===== src/rtl/fetch_pkg.sv =====
// Shared definitions for the instruction fetch unit.
//   XLEN / INSTR_W : address and instruction widths
//   INSTR_NOP      : canonical no-op encoding (addi x0,x0,0) for downstream bubbles
//   cnt_width()    : width of a counter that must hold 0..depth inclusive
package fetch_pkg;
    localparam int XLEN = 32;
    localparam int INSTR_W = 32;
    localparam logic [INSTR_W-1:0] INSTR_NOP = 32'h0000_0013;

    function automatic int cnt_width(input int depth);
        return $clog2(depth + 1);
    endfunction
endpackage


===== src/rtl/instr_fetch_unit_if.sv =====
// Bus bundle of the fetch unit: instruction-memory request/response channel
// and the valid/ready channel towards decode.
//   master : the fetch unit (drives requests and the decode-side head)
//   slave  : memory plus decode (drives ready, responses and the decode stall)
interface instr_fetch_unit_if;
    import fetch_pkg::*;

    logic               imem_req_valid;
    logic               imem_req_ready;
    logic [XLEN-1:0]    imem_req_addr;
    logic               imem_rsp_valid;
    logic [INSTR_W-1:0] imem_rsp_data;
    logic               if_valid;
    logic               if_ready;
    logic [XLEN-1:0]    if_pc;
    logic [INSTR_W-1:0] if_instr;

    modport master (
        output imem_req_valid, imem_req_addr, if_valid, if_pc, if_instr,
        input  imem_req_ready, imem_rsp_valid, imem_rsp_data, if_ready
    );

    modport slave (
        input  imem_req_valid, imem_req_addr, if_valid, if_pc, if_instr,
        output imem_req_ready, imem_rsp_valid, imem_rsp_data, if_ready
    );
endinterface


===== src/rtl/fetch_fifo.sv =====
// Synchronous FIFO with push, pop and flush (power-of-two DEPTH).
//   clk, srst          : clock, synchronous active-high reset
//   flush              : empties the FIFO at the edge; overrides push/pop
//   push, push_data    : write one entry at the tail
//   pop                : drop the head entry
//   head_data          : current head (meaningless while count == 0)
//   count              : number of entries held, 0..DEPTH
// The caller guarantees no push when full and no pop when empty.
module fetch_fifo
    import fetch_pkg::*;
#(
    parameter int DEPTH = 4,
    parameter int WIDTH = 32
) (
    input  logic                        clk,
    input  logic                        srst,
    input  logic                        flush,
    input  logic                        push,
    input  logic [WIDTH-1:0]            push_data,
    input  logic                        pop,
    output logic [WIDTH-1:0]            head_data,
    output logic [cnt_width(DEPTH)-1:0] count
);
    localparam int AW = $clog2(DEPTH);
    localparam int CW = cnt_width(DEPTH);

    logic [WIDTH-1:0] mem [DEPTH];
    logic [AW-1:0]    rd_ptr_reg;
    logic [AW-1:0]    wr_ptr_reg;
    logic [CW-1:0]    count_reg;

    // Storage is not reset; entries only become visible through count.
    always_ff @(posedge clk) begin
        if (push) begin
            mem[wr_ptr_reg] <= push_data;
        end
    end

    // Pointers wrap naturally because DEPTH is a power of two.
    always_ff @(posedge clk) begin
        if (srst || flush) begin
            rd_ptr_reg <= '0;
            wr_ptr_reg <= '0;
            count_reg  <= '0;
        end else begin
            if (push) begin
                wr_ptr_reg <= wr_ptr_reg + AW'(1);
            end
            if (pop) begin
                rd_ptr_reg <= rd_ptr_reg + AW'(1);
            end
            count_reg <= count_reg + CW'(push) - CW'(pop);
        end
    end

    assign head_data = mem[rd_ptr_reg];
    assign count     = count_reg;
endmodule


===== src/rtl/instr_fetch_unit.sv =====
// Fetch stage: issues sequential word fetches to a variable-latency memory,
// pairs in-order responses with their PCs, buffers them in a prefetch queue
// and hands them to decode. A redirect flushes the queue and discards the
// responses still in flight.
//   clk, reset      : clock, synchronous active-high reset
//   redirect_valid  : taken branch from EX this cycle
//   redirect_pc     : branch target (low two bits ignored)
//   bus (master)    : imem request/response channel and decode channel
module instr_fetch_unit
    import fetch_pkg::*;
#(
    parameter logic [XLEN-1:0] RESET_PC = 32'h0000_0000,
    parameter int              DEPTH    = 4
) (
    input  logic            clk,
    input  logic            reset,
    input  logic            redirect_valid,
    input  logic [XLEN-1:0] redirect_pc,
    instr_fetch_unit_if.master bus
);
    localparam int CW = cnt_width(DEPTH);
    localparam int QW = XLEN + INSTR_W;

    logic [XLEN-1:0] fetch_pc_reg;
    logic [CW-1:0]   outstanding_reg;
    logic [CW-1:0]   discard_reg;

    logic [CW-1:0]   q_count;
    logic [QW-1:0]   q_head;
    logic [CW-1:0]   pcq_count;
    logic [XLEN-1:0] pcq_head;
    logic [CW:0]     in_use;
    logic            req_fire;
    logic            rsp_accept;
    logic            rsp_keep;
    logic            pop;

    // Queued entries plus requests in flight may never exceed DEPTH, which
    // reserves a queue slot for every response before it is requested.
    assign in_use   = {1'b0, q_count} + {1'b0, outstanding_reg};
    assign bus.imem_req_valid = !reset && !redirect_valid && (in_use < (CW+1)'(DEPTH));
    assign bus.imem_req_addr  = fetch_pc_reg;
    assign req_fire = bus.imem_req_valid && bus.imem_req_ready;

    // A response with nothing outstanding is a protocol error and is ignored.
    assign rsp_accept = bus.imem_rsp_valid && (outstanding_reg != '0);
    // Responses owed to a redirected path, or arriving with a redirect, are dropped.
    assign rsp_keep   = rsp_accept && (discard_reg == '0) && !redirect_valid;

    assign pop = bus.if_valid && bus.if_ready;

    // PCs of live (non-discarded) requests in issue order.
    fetch_fifo #(.DEPTH(DEPTH), .WIDTH(XLEN)) u_pc_fifo (
        .clk       (clk),
        .srst      (reset),
        .flush     (redirect_valid),
        .push      (req_fire),
        .push_data (fetch_pc_reg),
        .pop       (rsp_keep && (pcq_count != '0)),
        .head_data (pcq_head),
        .count     (pcq_count)
    );

    // Prefetch queue of {pc, instr}.
    fetch_fifo #(.DEPTH(DEPTH), .WIDTH(QW)) u_instr_queue (
        .clk       (clk),
        .srst      (reset),
        .flush     (redirect_valid),
        .push      (rsp_keep),
        .push_data ({pcq_head, bus.imem_rsp_data}),
        .pop       (pop),
        .head_data (q_head),
        .count     (q_count)
    );

    always_ff @(posedge clk) begin
        if (reset) begin
            fetch_pc_reg    <= RESET_PC;
            outstanding_reg <= '0;
            discard_reg     <= '0;
        end else begin
            outstanding_reg <= outstanding_reg + CW'(req_fire) - CW'(rsp_accept);
            if (redirect_valid) begin
                // No request fires this cycle, so every request still owed
                // (less the one answered now) belongs to the old path.
                fetch_pc_reg <= redirect_pc & ~XLEN'(3);
                discard_reg  <= outstanding_reg - CW'(rsp_accept);
            end else begin
                if (req_fire) begin
                    fetch_pc_reg <= fetch_pc_reg + XLEN'(4);
                end
                if (rsp_accept && (discard_reg != '0)) begin
                    discard_reg <= discard_reg - CW'(1);
                end
            end
        end
    end

    // Head is forced to zero while empty so the outputs are defined after reset.
    assign bus.if_valid = (q_count != '0);
    assign bus.if_pc    = bus.if_valid ? q_head[QW-1:INSTR_W] : '0;
    assign bus.if_instr = bus.if_valid ? q_head[INSTR_W-1:0]  : '0;

    always @(posedge clk) begin
        if (!reset) begin
            assert (!(bus.imem_rsp_valid && (outstanding_reg == '0)))
                else $error("instr_fetch_unit: response received with no request outstanding");
        end
    end
endmodule

===== src/flat_wrapper.sv =====
// flat-port wrapper written by rule: the top's interface ports become plain ports
module instr_fetch_unit_flat import fetch_pkg::*;
#(
    parameter logic [XLEN-1:0] RESET_PC = 32'h0000_0000,
    parameter int              DEPTH    = 4
)
  (clk, reset, redirect_valid, redirect_pc, bus_imem_req_valid, bus_imem_req_addr, bus_if_valid, bus_if_pc, bus_if_instr, bus_imem_req_ready, bus_imem_rsp_valid, bus_imem_rsp_data, bus_if_ready);
  instr_fetch_unit_if bus_i ();
  input  logic clk;
  input  logic reset;
  input  logic redirect_valid;
  input  logic [XLEN-1:0] redirect_pc;
  output wire logic [$bits(bus_i.imem_req_valid)-1:0] bus_imem_req_valid;
  output wire logic [$bits(bus_i.imem_req_addr)-1:0] bus_imem_req_addr;
  output wire logic [$bits(bus_i.if_valid)-1:0] bus_if_valid;
  output wire logic [$bits(bus_i.if_pc)-1:0] bus_if_pc;
  output wire logic [$bits(bus_i.if_instr)-1:0] bus_if_instr;
  input wire logic [$bits(bus_i.imem_req_ready)-1:0] bus_imem_req_ready;
  input wire logic [$bits(bus_i.imem_rsp_valid)-1:0] bus_imem_rsp_valid;
  input wire logic [$bits(bus_i.imem_rsp_data)-1:0] bus_imem_rsp_data;
  input wire logic [$bits(bus_i.if_ready)-1:0] bus_if_ready;
  assign bus_imem_req_valid = bus_i.imem_req_valid;
  assign bus_imem_req_addr = bus_i.imem_req_addr;
  assign bus_if_valid = bus_i.if_valid;
  assign bus_if_pc = bus_i.if_pc;
  assign bus_if_instr = bus_i.if_instr;
  assign bus_i.imem_req_ready = bus_imem_req_ready;
  assign bus_i.imem_rsp_valid = bus_imem_rsp_valid;
  assign bus_i.imem_rsp_data = bus_imem_rsp_data;
  assign bus_i.if_ready = bus_if_ready;
  instr_fetch_unit #(.RESET_PC(RESET_PC), .DEPTH(DEPTH)) u_core (.clk(clk), .reset(reset), .redirect_valid(redirect_valid), .redirect_pc(redirect_pc), .bus(bus_i));
endmodule

===== config.mk =====
export PLATFORM = sky130hd
export DESIGN_NAME = instr_fetch_unit_flat
export DESIGN_NICKNAME = d
export VERILOG_FILES = /design/src/rtl/fetch_pkg.sv /design/src/rtl/instr_fetch_unit_if.sv /design/src/rtl/fetch_fifo.sv /design/src/rtl/instr_fetch_unit.sv /design/src/flat_wrapper.sv
export SDC_FILE = /design/constraint.sdc
export NUM_CORES = 1
export LEC_CHECK = 0
export ABC_AREA = 1
export BUFFER_PORTS_ARGS = -buffer_cell sky130_fd_sc_hd__buf_4
export CAP_MARGIN = 0
export CORE_MARGIN = 10
export CORE_UTILIZATION = 50
export CTS_CLUSTER_SIZE = 40
export DETAILED_ROUTE_END_ITERATION = 10
export PLACE_DENSITY = 0.8
export SKIP_LAST_GASP = 1
export SLEW_MARGIN = 40
export SYNTH_ARGS = -nofsm -noshare
export SYNTH_HDL_FRONTEND = slang
export SYNTH_HIERARCHICAL = 1
export SYNTH_SLANG_ARGS = --single-unit

===== constraint.sdc =====
create_clock -name clk -period 5.1 [get_ports clk]
set_input_delay 1.53 -clock clk [delete_from_list [all_inputs] [get_ports clk]]
set_output_delay 1.53 -clock clk [all_outputs]
set_load 0.005 [all_outputs]

# Yosys cells after proc, flatten, opt, wreduce, memory -nomap -nowiden

Memories as Yosys holds them, arrays and structs flattened. A register that Yosys moved wholly into a read port is not among the register bits.
Cells that the tools add are included.

Bits in registers: 52
RAM bits: 384
Bits of input ports: 70
Output and inout port bits: 98
Logic and storage cells: 61
Memories kept: 2

Memories:

| name                     | words | width | read ports | clocked after Yosys merged registers in | wr ports | line             | text |
|---|---|---|---|---|---|---|---|
| u_core.u_instr_queue.mem | 4     | 64    | 1          | 1                                       | 1        | fetch_fifo.sv:27 | `logic [WIDTH-1:0] mem [DEPTH];` |
| u_core.u_pc_fifo.mem     | 4     | 32    | 1          | 1                                       | 1        | fetch_fifo.sv:27 |  |

Add/subtract/negate cells: 14
Order comparisons: 1
Mux-type cells: 14
Reduce and logical (&&, ||, !) cells: 20

Operators by type and width:

| operator                | count |
|---|---|
| $mux W32                | 4 |
| $add A32 B3 Y32 const B | 1 |
| $reduce_bool A3 Y1      | 4 |
| $sub A3 B1 Y3           | 4 |
| $add A3 B1 Y3           | 3 |
| $logic_and A1 B1 Y1     | 9 |
| $add A2 B1 Y2 const B   | 4 |
| $mux W2                 | 4 |
| $mux W3                 | 2 |
| $add A3 B3 Y4           | 1 |
| $lt A4 B3 Y1 const B    | 1 |
| $mux W1                 | 4 |
| $reduce_bool A2 Y1      | 2 |
| $logic_not A3 Y1        | 1 |
| $sub A3 B1 Y3 const B   | 1 |
| $logic_not A1 Y1        | 2 |
| $reduce_or A2 Y1        | 1 |
| $logic_or A1 B1 Y1      | 1 |

# Logic depth before layout (Yosys ltp)

Gate-level depths: netlist (run 1).

Word-level depth: 7
Gate-level depth with buffers: 13
Depth with buffers taken out: 13

# By module

Netlist (run 1), hierarchy kept.

Modules (own cells, without submodules):

| module                             | instances | cells an instance | area an instance (sq um) | seq. area each (sq um) |
|---|---|---|---|---|
| fetch_fifo at u_core.u_instr_queue | 1         | 741               | 10019.6                  | 7867.5 |
| fetch_fifo at u_core.u_pc_fifo     | 1         | 400               | 5253.8                   | 4023.9 |
| instr_fetch_unit                   | 1         | 557               | 3116.7                   | 720.7 |

# Worst setup path after synthesis (run 1)

OpenSTA, ideal clock, no wires.

Path kind: input port to flip-flop
Start: in redirect_valid
End: mem u_core/u_instr_queue/mem[0][0] in the netlist's numbering, enable pin
Setup time: 418 ps
Arrival time: 3622 ps
Path slack: 1060 ps
Cell stages on the path: 7
Buffers on the path: 2
Cells stage by stage: buf_6 -> inv_4 -> clkbuf_1 -> nand3_1 -> inv_1 -> nand2_1 -> inv_1

Longest elaborated chain between the ends: 4

RTL lines:

| item                          | line                   | text |
|---|---|---|
| from (decl)                   | flat_wrapper.sv:11     | `input logic redirect_valid;` |
| $logic_not A1 Y1              | instr_fetch_unit.sv:48 | `assign rsp_keep = rsp_accept && (discard_reg == '0) && !redirect_valid;` |
| $logic_and A1 B1 Y1           | instr_fetch_unit.sv:48 |  |
| named net u_core.rsp_keep     | instr_fetch_unit.sv:35 | `logic rsp_keep;` |
| $mux W1                       | fetch_fifo.sv:34       | `if (push) begin` |
| $mux W1 (not written as such) | fetch_fifo.sv:35       | `mem[wr_ptr_reg] <= push_data;` |
| to (decl)                     | fetch_fifo.sv:27       |  |

The timed path passes the listed nets, and every way through them passes these cells.

==> metrics, run 1 <==
Post-synth EDFFs=384; clk sink count=438; synthesized flop and latch total=438; Row Count=70; Top reg by flops=u_core/u_instr_queue/mem; CP Max Fanout=73; worst rel slew slack=0.451; Crit. End Element=output port; number of synthesis warnings=6; CP Data Required Time=3.57 ns; Area contributors post-synth=edfxtp_1 (63%), nor2_1 (8.6%), dfxtp_1 (5.9%); hpwl dp=25400 microns; DRT iter0 DRCs=988; Max Slew Vio Count=0; min Tclk post-route=4.32 ns; DRT Pass-1 Iters=6; startpoint class of the critical path=register; nets@finish=1943; clock skew=0.0256 ns; Clock Latency Late Sink=0.54 ns; H-tree depth=2; Max-Cap Viols=0; initial antenna violation count=0; library cells used by synthesis=36; Detail Route Antenna Nets=0; Pwr Total=7.85 mW; Reg clk slew, reported paths=0.06 ns; port bufs=163; HP Start=u_core/discard_reg[1]; largest net degree at the start of global routing=93; vias in the first global route=12600; DIE WIDTH=212 microns; max FFs per register=256; Post-synth top cells=nor2_1 (420), edfxtp_1 (384), o21ai_1 (181); critical path arrival=2.79 ns; Vias=12700; Die ar.=44900 sq um; Final setup viols=0; I/O pin count=168; Peak supply drop=0.211 mV; Max Freq=232 MHz; post-synth top area share=0.627; met3 Use GR=0.0411; class of the most critical setup path=reg -> out; Yosys top cell by area=edfxtp_1; vias per cell=5.42; Synth Cell Area=18400 sq um; cell area power density=367 nW/um^2; gr usage total=0.185; Cells after DPL=2271; Setup Buffers After CTS=0; GR Overflow Total=0; final std cells w/o fill=2350; RSZ-0062 raised after global routing=no; DRC Markers=0; layout cell share with drive strength beyond 1=0.140; root buf cell=clkbuf_16; async set or reset register ratio after synthesis=0; CTS tree=done; GR met2 Demand/Resource=0.319; worst-case clock buffer depth=3; Fillers=2886; Num CTS Buffers=44; starting density of the core=0.505; setup_tns=0 ns; CTS resizes=0; gate count of the mapped netlist=1698; die height=212 microns; most used routing layer in global routing=met2; Least-Margin Pin Slew=0.824 ns; first-pass GRT wire length=65800 microns; Post-Route WL=42100 microns; R2R Setup Slk=2.30 ns; outcome=completed; Final Hold Vio Count=0; Top FF cell, synth=edfxtp_1; ANT cells=0; PnR worst setup slack=0.780 ns; post-layout util=0.587; leak pwr=8.19 nW; period utilisation layout=0.847; core footprint=36400 sq um; Area growth, synth to finish=16.2%; Final Wtd Congestion=0.849; CTS Hold Bufs=0; most common cell in the synthesized netlist=nor2_1; pre-CTS setup slack=1.10 ns; synthesized area per cell=10.8 sq um; post-synthesis sequential area ratio=0.686; Hold Path Class=reg -> reg; GR Layer Usage met1=0.228; DR WL/cell=17.9 microns; Reg-to-Reg Start=u_core/outstanding_reg[1]
==> worst max-delay path, cell delays in order, from the launching register on <==
cell and delay, ns:
dfxtp_1 0.36, clkinv_2 0.63, buf_12 0.48, nor2_1 0.15, o21ai_1 0.08, o21ai_1 0.10, inv_1 0.05, nor2_1 0.20
buf_4 0.17
==> final timing paths <==
path	to	depth (start not counted)
worst min-delay path	u_core/discard_reg[1]	2
worst min register to register	u_core/discard_reg[1]	2
worst max register to register	u_core/u_instr_queue/mem[2][0]	7
worst max-delay path	bus_if_pc[2]	8
==> where the power goes <==
group / switching (mW) / internal, mW
logic: 0.420 / 0.282
clock network: 1.26 / 1.77
registers: 0.0939 / 4.03
==> per-stage QoR <==
step | hold WS, ns | cell area, sq um
after global routing | 0.496 | 21400
after CTS | 0.462 | 21400
final | 0.462 | 21400
after global placement | 0.452 | 20000
after floorplan | 0.439 | 18400
after detailed placement | 0.455 | 20000
==> kinds of logic after synthesis <==
family / after synthesis / synth area share
AND/OR/NAND/NOR: 624 / 0.136
flip-flops: 438 / 0.686
AO/OA/AOI/OAI: 347 / 0.0959
buffers and inverters: 248 / 0.0574
adder cells (fa/ha/maj): 24 / 0.0176
XOR/XNOR: 16 / 0.00762
other: 1 / 0.000204
==> layer usage <==
metal,wire length [microns],vias to the layer above
li1,-,6028
met1,17300,6132
met2,20300,523
met3,3630,64
met4,806,0
met5,0,-
==> final cells by class <==
class	count	area (sq um)	area share
Timing Repair Buffer	180	1420	0.0663
Inverter	164	626	0.0293
Clock buffer	61	1220	0.0569
Sequential cell	438	12600	0.590
Clock inverter	18	143	0.00667
Multi-Input combinational cell	1021	4770	0.223
Tap cell	468	586	0.0274
==> cells in the final DEF, fill, tap and decap left out, types with 3 or more instances in the layout <==
| cell | instances |
|---|---|
| nor3_1 | 6 |
| clkinv_2 | 8 |
| or2_2 | 4 |
| nand4_1 | 7 |
| nand2_1 | 137 |
| ha_1 | 21 |
| clkbuf_16 | 45 |
| inv_1 | 153 |
| dfxtp_1 | 52 |
| buf_4 | 174 |
| xor2_1 | 12 |
| nand3_1 | 39 |
| o211ai_1 | 5 |
| a21oi_1 | 29 |
| xnor2_1 | 4 |
| clkinv_1 | 7 |
| conb_1 | 10 |
| o21ai_0 | 126 |
| clkbuf_1 | 13 |
| clkbuf_8 | 3 |
| edfxtp_1 | 384 |
| inv_2 | 6 |
| inv_4 | 3 |
| fa_1 | 3 |
| buf_12 | 5 |
| nor2_1 | 420 |
| o21ai_1 | 181 |
No activity file was read; power rests on OpenSTA's default activity.
==> inputs of run 2 (changes only) <==
==> constraint.sdc (replaced) <==
create_clock -name clk -period 4.2 [get_ports clk]
set_input_delay 1.26 -clock clk [delete_from_list [all_inputs] [get_ports clk]]
set_output_delay 1.26 -clock clk [all_outputs]
set_load 0.005 [all_outputs]
==> metrics, run 2 (same netlist as run 1, synthesis figures left out) <==
outcome=completed; port bufs=163 (unchanged); fin area=21500 sq um (+0.53%); initial antenna violation count=0 (unchanged); max FFs per register=256 (unchanged); Die ar.=44900 sq um (unchanged); Hold Path Class=reg -> reg; DRT iter0 DRCs=968 (-2.0%); worst hold slack=0.473 ns (+0.0112 ns); CTS tree=done; Max Slew Vio Count=0 (unchanged); I/O pin count=168 (unchanged); DRT Pass-1 Iters=6 (unchanged); most frequent CP cell=nor2_1; vias per cell=5.28 (-2.6%); setup_tns=0 ns (unchanged); worst-path cell chain=buf_4 -> nor2_1 -> nor2_1 -> o21ai_1 -> o21ai_1 -> inv_1 -> nor2_1 -> buf_4; Max-Cap Viols=0 (unchanged); Hold Crit Depth=2 (unchanged); GR Overflow Total=0 (unchanged); starting density of the core=0.505 (unchanged); first-pass GRT wire length=63000 microns (-4.4%); H-tree depth=2 (unchanged); FF-to-FF path depth=10 (+3); root buf cell=clkbuf_16; reg2reg end=u_core/u_instr_queue/count[2]; vias in the first global route=12000 (-4.9%); Final Hold Vio Count=0 (unchanged); Num CTS Buffers=44 (unchanged); largest stage delay on the critical path=0.78 ns (+0.15 ns); Slowest-stage cell, CP=dfxtp_4; Max Freq=257 MHz; clock skew=0.0174 ns (-0.00826 ns); R2R Setup Slk=1.45 ns (-0.85 ns); Clock Latency Late Sink=0.53 ns (about the same); Least-Margin Pin Slew=0.772 ns (-0.0525 ns); Top reg by flops=u_core/u_instr_queue/mem; gr usage total=0.175 (-0.00948); Detail Route Antenna Nets=0 (unchanged); Reg-to-Reg Start=u_core/u_instr_queue/count[0]; CP Max Fanout=57 (-22%); Final Wtd Congestion=0.849 (about the same); Vias=12400 (-2.5%); Setup Buffers After CTS=0 (unchanged); Peak supply drop=0.304 mV (+44%); core footprint=36400 sq um (unchanged); die height=212 microns (unchanged); Post-Route WL=40200 microns (-4.5%); class of the most critical setup path=reg -> out; startpoint class of the critical path=register; RSZ-0062 raised after global routing=no; post-layout util=0.590 (+0.00313); most common cell after layout, fill and taps aside=nor2_1; Min-Delay Endpoint=u_core/discard_reg[1]; CP Data Required Time=2.94 ns (-0.63 ns); clk sink count=438 (unchanged); Final setup viols=0 (unchanged); CTS Hold Bufs=0 (unchanged); largest net degree at the start of global routing=93 (unchanged); leak pwr=8.23 nW (+0.47%); HP Start=u_core/discard_reg[1]; Crit. End Element=output port; ANT cells=0 (unchanged); worst rel slew slack=0.486 (+0.0350); DIE WIDTH=212 microns (unchanged); DR WL/cell=17.1 microns (-4.6%); layout cell share with drive strength beyond 1=0.141 (+0.000839); hpwl dp=24700 microns (-2.9%); min Tclk post-route=3.89 ns; Cell Area, Placed=20000 sq um (+0.16%); worst-case clock buffer depth=3 (unchanged); cell area power density=452 nW/um^2 (+23%); nets@finish=1946 (+0.15%); DRC Markers=0 (unchanged); commonest non-fill, non-tap cells in the layout=nor2_1 (420), edfxtp_1 (384), o21ai_1 (181), buf_4 (176), inv_1 (153); Row Count=70 (unchanged); Reg clk slew, reported paths=0.06 ns (about the same); period utilisation layout=0.925; Cells after DPL=2274 (+0.13%); CTS resizes=0 (unchanged); Area growth, synth to finish=16.8%; critical path arrival=2.63 ns (-0.16 ns); final std cells w/o fill=2353 (+0.13%)
run 2: changes by cell type in the layout (fill, tap and decap cells not counted), sizes merged:
cell	before	now
clkinv	17	8
clkbuf	61	66
buf	180	183
bufinv	2	5
clkinvlp	0	1
run 2: area by class of cell:
| class | count | area, sq um |
|---|---|---|
| Clock buffer | 66 | 1240 |
| Sequential cell | 438 | 12600 |
| Timing Repair Buffer | 183 | 1450 |
| Clock inverter | 13 | 193 |
| Tap cell | 468 | 586 |
| Fill cell | 2864 | 14900 |
| Inverter | 164 | 626 |
| Multi-Input combinational cell | 1021 | 4770 |
run 2: worst max-delay path by stage:
stage | slack [ns] | endpoint | cells after the start
6_report | 0.31 | bus_if_pc[1] | 8
2_1_floorplan | 0.43 | u_core/u_instr_queue/mem[0][0] | 7
5_1_grt | 0.08 | bus_if_pc[1] | 8
4_1_cts | 0.21 | bus_if_pc[15] | 7
3_3_place_gp | 0.70 | u_core/outstanding_reg[2] | 13
3_5_place_dp | 0.64 | u_core/outstanding_reg[2] | 13
run 2: per-layer routing:
| layer | GRT usage | share of wire |
|---|---|---|
| met5 | 0 | 0 |
| met4 | 0.0439 | 0.016 |
| met3 | 0.0386 | 0.081 |
| met2 | 0.294 | 0.48 |
| met1 | 0.227 | 0.43 |
run 2: through the flow:
| step | power (mW) | setup slack [ns] |
|---|---|---|
| 3_5_place_dp | 5.94 | 0.639 |
| 2_1_floorplan | 5.55 | 0.430 |
| 4_1_cts | 9.79 | 0.213 |
| 3_3_place_gp | 5.91 | 0.698 |
| 6_report | 9.72 | 0.315 |
| 5_1_grt | 10.1 | 0.0797 |
run 2: report_power, final:
group	internal (mW)	switching (mW)
logic	0.341	0.503
registers	4.89	0.112
clock network	2.35	1.52
run 2: critical path: cells and delay by family (launching register included):
| kind | cells | cell delay (ns) |
|---|---|---|
| flops | 1 | 0.78 |
| compound gates | 2 | 0.17 |
| buf+inv | 3 | 0.71 |
| simple gates | 3 | 0.40 |
